<file path="src/rtl/bounce_physics_core.sv">
// bounce_physics_core: time-multiplexed fixed-point simulator of N_BALLS bouncing balls
// driving a merged LED bar and a registered per-ball position/velocity readout.
module bounce_physics_core #(
  parameter int WIDTH = 32,
  parameter int FRAC = 24,
  parameter int N_BALLS = 4,
  parameter int N_LEDS = 10,
  parameter int LED_STEP = 1677721,
  parameter int GRAVITY = 3355,
  parameter int VEL_SHIFT = 16,
  parameter int REST_SHIFT = 2,
  parameter int CEIL_INT = 10,
  parameter logic [WIDTH-1:0] KICK = 32'h03000000,
  parameter int FLOOR_POP = 256,
  parameter int RESET_POS = 1000,
  parameter logic [WIDTH-1:0] RESET_VEL = 32'h03000000,
  localparam int IW = N_BALLS > 1 ? $clog2(N_BALLS) : 1
) (
  input  logic             CLOCK_50,
  input  logic             Reset,
  input  logic             tick,
  input  logic [N_BALLS-1:0] kick,
  input  logic             load_en,
  input  logic [IW-1:0]    load_idx,
  input  logic [WIDTH-1:0] load_pos,
  input  logic [WIDTH-1:0] load_vel,
  input  logic [IW-1:0]    sel,
  output logic [WIDTH-1:0] sel_pos,
  output logic [WIDTH-1:0] sel_vel,
  output logic [N_LEDS-1:0] led_bar,
  output logic             busy,
  output logic             frame_done,
  output logic             tick_overrun
);
  localparam int SW = N_LEDS > 1 ? $clog2(N_LEDS) : 1;
  localparam logic [WIDTH-1:0] MAXV = {1'b0, {(WIDTH-1){1'b1}}};
  typedef enum logic [1:0] {IDLE, CALC, DONE} state_t;
  state_t state_q, state_d;
  logic [IW-1:0] idx_q, idx_d;
  logic parity_q, parity_d, ovr_q, ovr_d;
  logic [N_BALLS-1:0] pend_q, pend_d;
  logic [N_LEDS-1:0] led_acc_q, led_acc_d, led_q, led_d, led_one;
  logic signed [WIDTH-1:0] pos_q [N_BALLS];
  logic signed [WIDTH-1:0] pos_d [N_BALLS];
  logic signed [WIDTH-1:0] vel_q [N_BALLS];
  logic signed [WIDTH-1:0] vel_d [N_BALLS];
  logic [WIDTH-1:0] sel_pos_q, sel_pos_d, sel_vel_q, sel_vel_d;
  logic signed [WIDTH-1:0] p, v, vk, vg, pn, vr, p_new, v_new;
  logic [WIDTH:0] ksum;
  logic floor_hit, ceil_hit;
  logic [SW-1:0] seg;
  always_comb begin
    p = pos_q[idx_q];
    v = vel_q[idx_q];
    ksum = {v[WIDTH-1], v} + {KICK[WIDTH-1], KICK};
    vk = pend_q[idx_q] ? (v[WIDTH-1] ? KICK : (ksum[WIDTH] != ksum[WIDTH-1] ? MAXV : ksum[WIDTH-1:0])) : v;
    vg = vk - WIDTH'(GRAVITY) - WIDTH'(parity_q);
    pn = p + (v >>> VEL_SHIFT);
    vr = v - (v >>> REST_SHIFT);
    floor_hit = (p <= 0) && v[WIDTH-1];
    ceil_hit = ($signed(p[WIDTH-1:FRAC]) >= CEIL_INT) && (v > 0);
    v_new = floor_hit ? -vr : ceil_hit ? -v : vg;
    p_new = floor_hit ? WIDTH'(FLOOR_POP) : ceil_hit ? {(WIDTH-FRAC)'(CEIL_INT-1), p[FRAC-1:0]} : (pn[WIDTH-1] ? '0 : pn);
    // thresholds are monotonic, so the last one cleared is the segment
    seg = '0;
    for (int k = 1; k < N_LEDS; k++) seg = (p_new >= WIDTH'(k * LED_STEP)) ? SW'(k) : seg;
    led_one = N_LEDS'(1) << seg;
  end
  always_comb begin
    state_d = state_q;
    idx_d = idx_q;
    parity_d = parity_q;
    led_acc_d = led_acc_q;
    led_d = led_q;
    ovr_d = ovr_q | (tick & (state_q != IDLE));
    pend_d = pend_q | kick;
    pos_d = pos_q;
    vel_d = vel_q;
    sel_pos_d = sel < N_BALLS ? pos_q[sel] : '0;
    sel_vel_d = sel < N_BALLS ? vel_q[sel] : '0;
    if (state_q == IDLE) begin
      if (load_en && load_idx < N_BALLS) begin
        pos_d[load_idx] = load_pos;
        vel_d[load_idx] = load_vel;
        pend_d[load_idx] = kick[load_idx];
      end
      if (tick) begin
        state_d = CALC;
        idx_d = '0;
        led_acc_d = '0;
      end
    end else if (state_q == CALC) begin
      pos_d[idx_q] = p_new;
      vel_d[idx_q] = v_new;
      pend_d[idx_q] = kick[idx_q];
      led_acc_d = led_acc_q | led_one;
      state_d = idx_q == IW'(N_BALLS - 1) ? DONE : CALC;
      idx_d = idx_q == IW'(N_BALLS - 1) ? idx_q : idx_q + 1'b1;
    end else begin
      led_d = led_acc_q;
      parity_d = ~parity_q;
      state_d = IDLE;
    end
  end
  always_ff @(posedge CLOCK_50 or posedge Reset) begin
    if (Reset) begin
      state_q <= IDLE;
      idx_q <= '0;
      parity_q <= 1'b0;
      ovr_q <= 1'b0;
      pend_q <= '0;
      led_acc_q <= '0;
      led_q <= N_LEDS'(1);
      sel_pos_q <= WIDTH'(RESET_POS);
      sel_vel_q <= RESET_VEL;
      for (int i = 0; i < N_BALLS; i++) begin
        pos_q[i] <= WIDTH'(RESET_POS);
        vel_q[i] <= RESET_VEL;
      end
    end else begin
      state_q <= state_d;
      idx_q <= idx_d;
      parity_q <= parity_d;
      ovr_q <= ovr_d;
      pend_q <= pend_d;
      led_acc_q <= led_acc_d;
      led_q <= led_d;
      sel_pos_q <= sel_pos_d;
      sel_vel_q <= sel_vel_d;
      pos_q <= pos_d;
      vel_q <= vel_d;
    end
  end
  assign sel_pos = sel_pos_q;
  assign sel_vel = sel_vel_q;
  assign led_bar = led_q;
  assign busy = state_q != IDLE;
  assign frame_done = state_q == DONE;
  assign tick_overrun = ovr_q;
endmodule

</file>
<file path="config.mk">
export PLATFORM = sky130hd
export DESIGN_NAME = bounce_physics_core
export DESIGN_NICKNAME = d
export VERILOG_FILES = /design/src/rtl/bounce_physics_core.sv
export SDC_FILE = /design/constraint.sdc
export NUM_CORES = 1
export LEC_CHECK = 0
export ABC_AREA = 1
export BUFFER_PORTS_ARGS = -buffer_cell sky130_fd_sc_hd__buf_2
export CAP_MARGIN = 20
export CORE_ASPECT_RATIO = 1.75
export CORE_MARGIN = 1.5
export CORE_UTILIZATION = 45
export CTS_CLUSTER_DIAMETER = 120
export DETAILED_ROUTE_END_ITERATION = 7
export GPL_ROUTABILITY_DRIVEN = 0
export SYNTH_ARGS = -nofsm -noshare
export SYNTH_HDL_FRONTEND = slang
export SYNTH_SLANG_ARGS = --single-unit
</file>
<file path="constraint.sdc">
create_clock -name CLOCK_50 -period 14.5 [get_ports CLOCK_50]
set_clock_uncertainty 0.2 [all_clocks]
set_input_delay 1.45 -clock CLOCK_50 [delete_from_list [all_inputs] [get_ports CLOCK_50]]
set_output_delay 1.45 -clock CLOCK_50 [all_outputs]
set_load 0.005 [all_outputs]
</file>
======== Yosys cells after proc, flatten, opt, wreduce, memory -nomap -nowiden ========
Index checks and enable logic that the tools add are counted.
storage, ports and cells
  memories kept ........................... 0
  logic and storage cells ................. 146
  output and inout port bits .............. 77
  flip-flop bits (word level) ............. 350
  bits in read-only memories .............. 0
  bits in writable memories ............... 0
  bits in latches ......................... 0
  input bits .............................. 76
cells by class
  reduce and logical (&&, ||, !) cells .... 13
  magnitude comparators ................... 21
  eq/ne operators ......................... 7
  add/subtract/negate cells ............... 8
  shifts and indexed selects .............. 1
  multipliers ............................. 0
  muxes and demuxes ....................... 69
  bitwise operators ....................... 10
  divide/modulo/power cells ............... 0
operators with widths
  cell                                                                               number
  128-bit two-way mux                                                                6
  128-bit bitwise mux                                                                4
  32-bit two-way mux                                                                 15
  32-bit binary-select mux with 2-bit select                                         4
  32-bit demux with 2-bit select                                                     2
  31-bit by 24-bit >= comparator with 1-bit output (second input constant)           4
  31-bit by 23-bit >= comparator with 1-bit output (second input constant)           3
  31-bit two-way mux                                                                 3
  32-bit negation                                                                    2
  32-bit by 27-bit adder with 33-bit output (second input constant)                  1
  32-bit by 16-bit adder with 32-bit output                                          1
  32-bit by 1-bit greater-than comparator with 1-bit output (second input constant)  1
  32-bit by 1-bit <= comparator with 1-bit output (second input constant)            1
  32-bit by 1-bit subtractor with 32-bit output                                      1
  32-bit by 12-bit subtractor with 32-bit output (second input constant)             1
  32-bit by 30-bit subtractor with 32-bit output                                     1
  31-bit by 21-bit >= comparator with 1-bit output (second input constant)           1
  31-bit by 22-bit >= comparator with 1-bit output (second input constant)           1
  10-bit two-way mux                                                                 3
  2-bit two-way mux                                                                  10
  4-bit two-way mux                                                                  5
  3-bit two-way mux                                                                  4
  10-bit bitwise OR                                                                  1
  1-bit by 4-bit left shift with 10-bit output (first input constant)                1
  other kinds (24)                                                                   53

======== Longest topological paths before layout ========
  word-level depth ........................ 22
  gate-level depth with buffers ........... 44
  depth with buffers taken out ............ 39

======== Least setup slack after synthesis ========
Ideal clock, no wire load.
  path kind ............................... register to register
  start ................................... register idx_q[0]
  end ..................................... register vel_q[58] (netlist name)
  path buffers ............................ 6
  data required time ...................... 14.213 ns
  data arrival time ....................... 5.261 ns
  library setup time ...................... 0.087 ns
  period minus slack after synthesis ...... 5.549 ns
  stages on the path, launching flop included .. 38
  path slack .............................. 8.951 ns
  cells stage by stage .................... dfrtp_1 buf_6 buf_6 buf_6 buf_6 buf_6 buf_2 o21ai_0 nand2_1 ha_1 nor2_1 nand2_1 nor3_1 nand2_1 xor2_1 ha_1 nand2_4 inv_2 (+2 left out) ha_1 inv_1 or2_2 nor4_1 nor2_2 nand3_2 a21oi_2 nor2_1 inv_1 nand3_1 inv_1 nand3_1 nand2_1 nand2_1 o21ai_0 o21ai_1 nand2_1 a22oi_1
on the way
  longest elaborated chain between the ends .. 16
  elaborated cells on any way between the ends .. 34
  those cells by class .................... add/sub: 6; order compare: 5; eq/ne: 1; mux: 18; bitwise: 1; reduce/logical: 3
RTL lines
  element                                                 RTL line    text
  start: declaration                                      39          logic [IW-1:0] idx_q, idx_d;
  start signal: assignment                                122         idx_q <= idx_d;
  2-bit inverter with 3-bit output (implied by the code)  53, 54, 94
  32-bit binary-select mux with 2-bit select              54          v = vel_q[idx_q];
  32-bit two-way mux (implied by the code) (2 in series)  54
  32-bit by 27-bit adder with 33-bit output               55          ksum = {v[WIDTH-1], v} + {KICK[WIDTH-1], KICK};
  1-bit != test                                           56          vk = pend_q[idx_q] ? (v[WIDTH-1] ? KICK : (ksum[WIDTH] != ksum[WIDTH-1] ? MAXV : ksum[WIDTH-1:0])) : v;
  32-bit two-way mux (3 in series)                        56
  32-bit by 12-bit subtractor with 32-bit output          57          vg = vk - WIDTH'(GRAVITY) - WIDTH'(parity_q);
  32-bit by 1-bit subtractor with 32-bit output           57
  32-bit two-way mux (2 in series)                        62          v_new = floor_hit ? -vr : ceil_hit ? -v : vg;
  128-bit bitwise mux *                                   94          vel_d[idx_q] = v_new;
  128-bit two-way mux *                                   92          end else if (state_q == CALC) begin
  128-bit two-way mux *                                   81          if (state_q == IDLE) begin
  end signal: assignment                                  131         vel_q <= vel_d;
  end: declaration                                        45          logic signed [WIDTH-1:0] vel_q [N_BALLS];
Mark *: on every way between the ends. The rest lies on a longest branch, timed or not. The select of a mux whose other input is x is not followed.
A chain may end at the register's enable or synchronous reset.

======== Final worst setup path ========
Same ends and word-level chain as after synthesis.

==> flow_summary.json <==
{
  "port_buffers": 152,
  "cts_buffer_depth": 3,
  "postRouteWirelength_mm": 107.6,
  "timing.rr.start": "idx_q[0]$_DFFE_PP0P_",
  "rrSetupSlack_ns": 6.94,
  "vias_per_cell": 5.985,
  "postCtsSetupBuffers": 0,
  "maxSlewViolCount": 0,
  "htree_levels": 2,
  "yosys_most_used_dff": "dfrtp_1",
  "syn_nets": 4117,
  "hold_viol_final": 0,
  "instances_no_fill": 4781,
  "setup_viol": 0,
  "synth_common_cells": "nand2_1, a21oi_1, nor2_1, o21ai_0, inv_1",
  "path_clk_slew_ns": 0.07,
  "syn_area_um2": 26310,
  "period_share_pct": 52.11,
  "fmax_mhz": 132.3,
  "status": "complete, no violations",
  "grt.overflow.total": 0,
  "start_util_pct": 45.38,
  "drtAntennaViolNets": 0,
  "cts_tree": "built",
  "ctsHoldBuffers": 0,
  "synthTopCellsByArea": "dfrtp_1, nand2_1, a21oi_1",
  "crit_arrival_ns": 7.87,
  "tns_ns": 0,
  "cp-start-kind": "flip-flop",
  "die_area_um2": 59970,
  "clk_latency_ns": 0.60,
  "ctsResizeCount": 0,
  "ys_seq_elements": 350,
  "relSlewSlack_pct": 18.32,
  "yosysWarnings": 0,
  "synth_top_area_share_pct": 29.39,
  "clock-sinks": 350,
  "rsz0062_at_grt": "no",
  "num_rows": 117,
  "antenna_found_initial": 14,
  "cp_common_cell": "nand2_1",
  "area_delta_synth_final_pct": 9.228,
  "worstHoldPathType": "reg2reg",
  "route.met3.wl_mm": 7.784,
  "dpl.cell_count": 4699,
  "wire_per_inst_um": 22.52,
  "met2WireLength_mm": 52.86,
  "drcViolationCount": 0,
  "num_vias": 28620,
  "async_flop_share_pct": 100.0,
  "crit_required_ns": 14.82,
  "critPathLaunch": "idx_q[0]$_DFFE_PP0P_",
  "synth-edff-count": 0,
  "die_w_um": 185.8,
  "crit_path_max_fanout": 65,
  "dieHeight_um": 322.8,
  "drt-met1-wl_mm": 38.04,
  "ios": 153,
  "grt_max_degree": 106,
  "nets": 4128,
  "tightestPinTransition_ns": 1.225,
  "cts_buffers": 39,
  "yosys.area.top_type": "dfrtp_1",
  "crit_slowest_cell": "buf_4",
  "ff2ff_path_depth": 30,
  "dr.pass1.iters": 6,
  "post_synth_num_cell_types": 66,
  "grt_pass1_vias": 27540,
  "cts_root_buffer": "clkbuf_16",
  "end_kind": "flip-flop",
  "crit_type": "reg2reg",
  "yosysMostFrequentCell": "nand2_1",
  "fin_crit_ns": 7.556,
  "drive_gt1_share_pct": 10.71,
  "postSynthAreaPerCell_um2": 6.649,
  "core-area_um2": 57970,
  "critical-path-max-stage-delay_ns": 0.79,
  "drt_iter0_drc": 2454,
  "hold_ws_ns": 0.2754,
  "dr.max_layer_used": "met5",
  "endpoint": "vel_q[58]$_DFFE_PP0P_",
  "r2r-end": "vel_q[58]$_DFFE_PP0P_",
  "grt_use_total_pct": 35.72,
  "grt_pass1_wl_mm": 162.1,
  "synth_seq_area_share_pct": 33.49,
  "drv_cap": 0,
  "dp_hpwl_mm": 70.90,
  "synthCells": 3956
}
kinds of logic after synthesis:
logic type                 synth area share [%]
AOI/OAI and AO/OA                         23.53
adders and majority gates                 4.100
and+or+nand+nor                           27.94
muxes                                    0.1284
DFF                                       33.49
buffers and inverters                     9.147
xor gates and xnor gates                  1.665
placed cells by master (no fill, tap or decap), types with 11 or more instances in the layout:
cell,netlist,final
nor2_1,407,399
nor3_1,30,30
o21ai_1,35,34
inv_1,327,325
o211ai_1,12,12
nand2_2,37,37
nand2_1,956,955
nor2_2,16,16
buf_2,26,151
buf_4,10,37
xor2_1,34,34
a22oi_1,92,92
ha_1,83,83
clkbuf_16,0,39
dfstp_2,41,41
xnor2_1,16,16
o21ai_0,343,341
diode_2,0,11
nand3_1,235,235
a21oi_1,584,584
nand4_1,24,24
o22ai_1,16,16
inv_2,23,20
dfrtp_1,309,307
nand3b_1,12,12
layout make-up:
class | instances | area [µm²]
Antenna cell | 11 | 27.53
Clock buffer | 48 | 1050
Clock inverter | 23 | 295.3
Fill cell | 6160 | 29240
Inverter | 354 | 1354
Multi-Input combinational cell | 3034 | 15190
Sequential cell | 350 | 8815
Tap cell | 773 | 967.2
Timing Repair Buffer | 188 | 1033
how the worst min path moves through the flow:
stage | endpoint | from | depth (start not counted)
6_report | led_bar[1]$_DFFE_PP0P_ | led_bar[1]$_DFFE_PP0P_ | 2
5_1_grt | parity_q$_DFFE_PP0P_ | parity_q$_DFFE_PP0P_ | 1
4_1_cts | parity_q$_DFFE_PP0P_ | parity_q$_DFFE_PP0P_ | 1
3_5_place_dp | parity_q$_DFFE_PP0P_ | parity_q$_DFFE_PP0P_ | 1
3_3_place_gp | parity_q$_DFFE_PP0P_ | parity_q$_DFFE_PP0P_ | 1
2_1_floorplan | parity_q$_DFFE_PP0P_ | parity_q$_DFFE_PP0P_ | 1
stage by stage:
step                worst slack [ns]  util (%)  instance area, µm²
floorplan                      3.211         -               26310
global route                   6.424     49.56               28730
global placement               7.196     47.20               27360
CTS                            6.995     49.52               28710
detailed placement             7.040     47.20               27360
finish                         6.944     49.56               28730
critical path: cells and delay by family, from the launching register on:
family	cells	cell delay, ns
AO/OA/AOI/OAI	6	1.64
XOR/XNOR	1	0.15
adder cells (fa/ha/maj)	3	0.94
buffers and inverters	7	1.89
flip-flops	1	0.68
AND/OR/NAND/NOR	13	1.94
state kept, by name, summed over array words and instances (netlist names):
name and cells:
pend_q 4, sel_pos 32, parity_q 1, led_bar 10, idx_q 2, vel_q 128
state_q 2, sel_vel 32, tick_overrun 1, pos_q 128, led_acc_q 10
per-layer routing:
metal | track usage (%) | up-vias
met5 | 0 | -
li1 | - | 13200
met4 | 28.39 | 4
met3 | 6.057 | 441
met1 | 38.88 | 13500
met2 | 60.84 | 1466
Power is not shown: default switching activity piles up to over one toggle a cycle in this logic, so the estimate is an artifact.
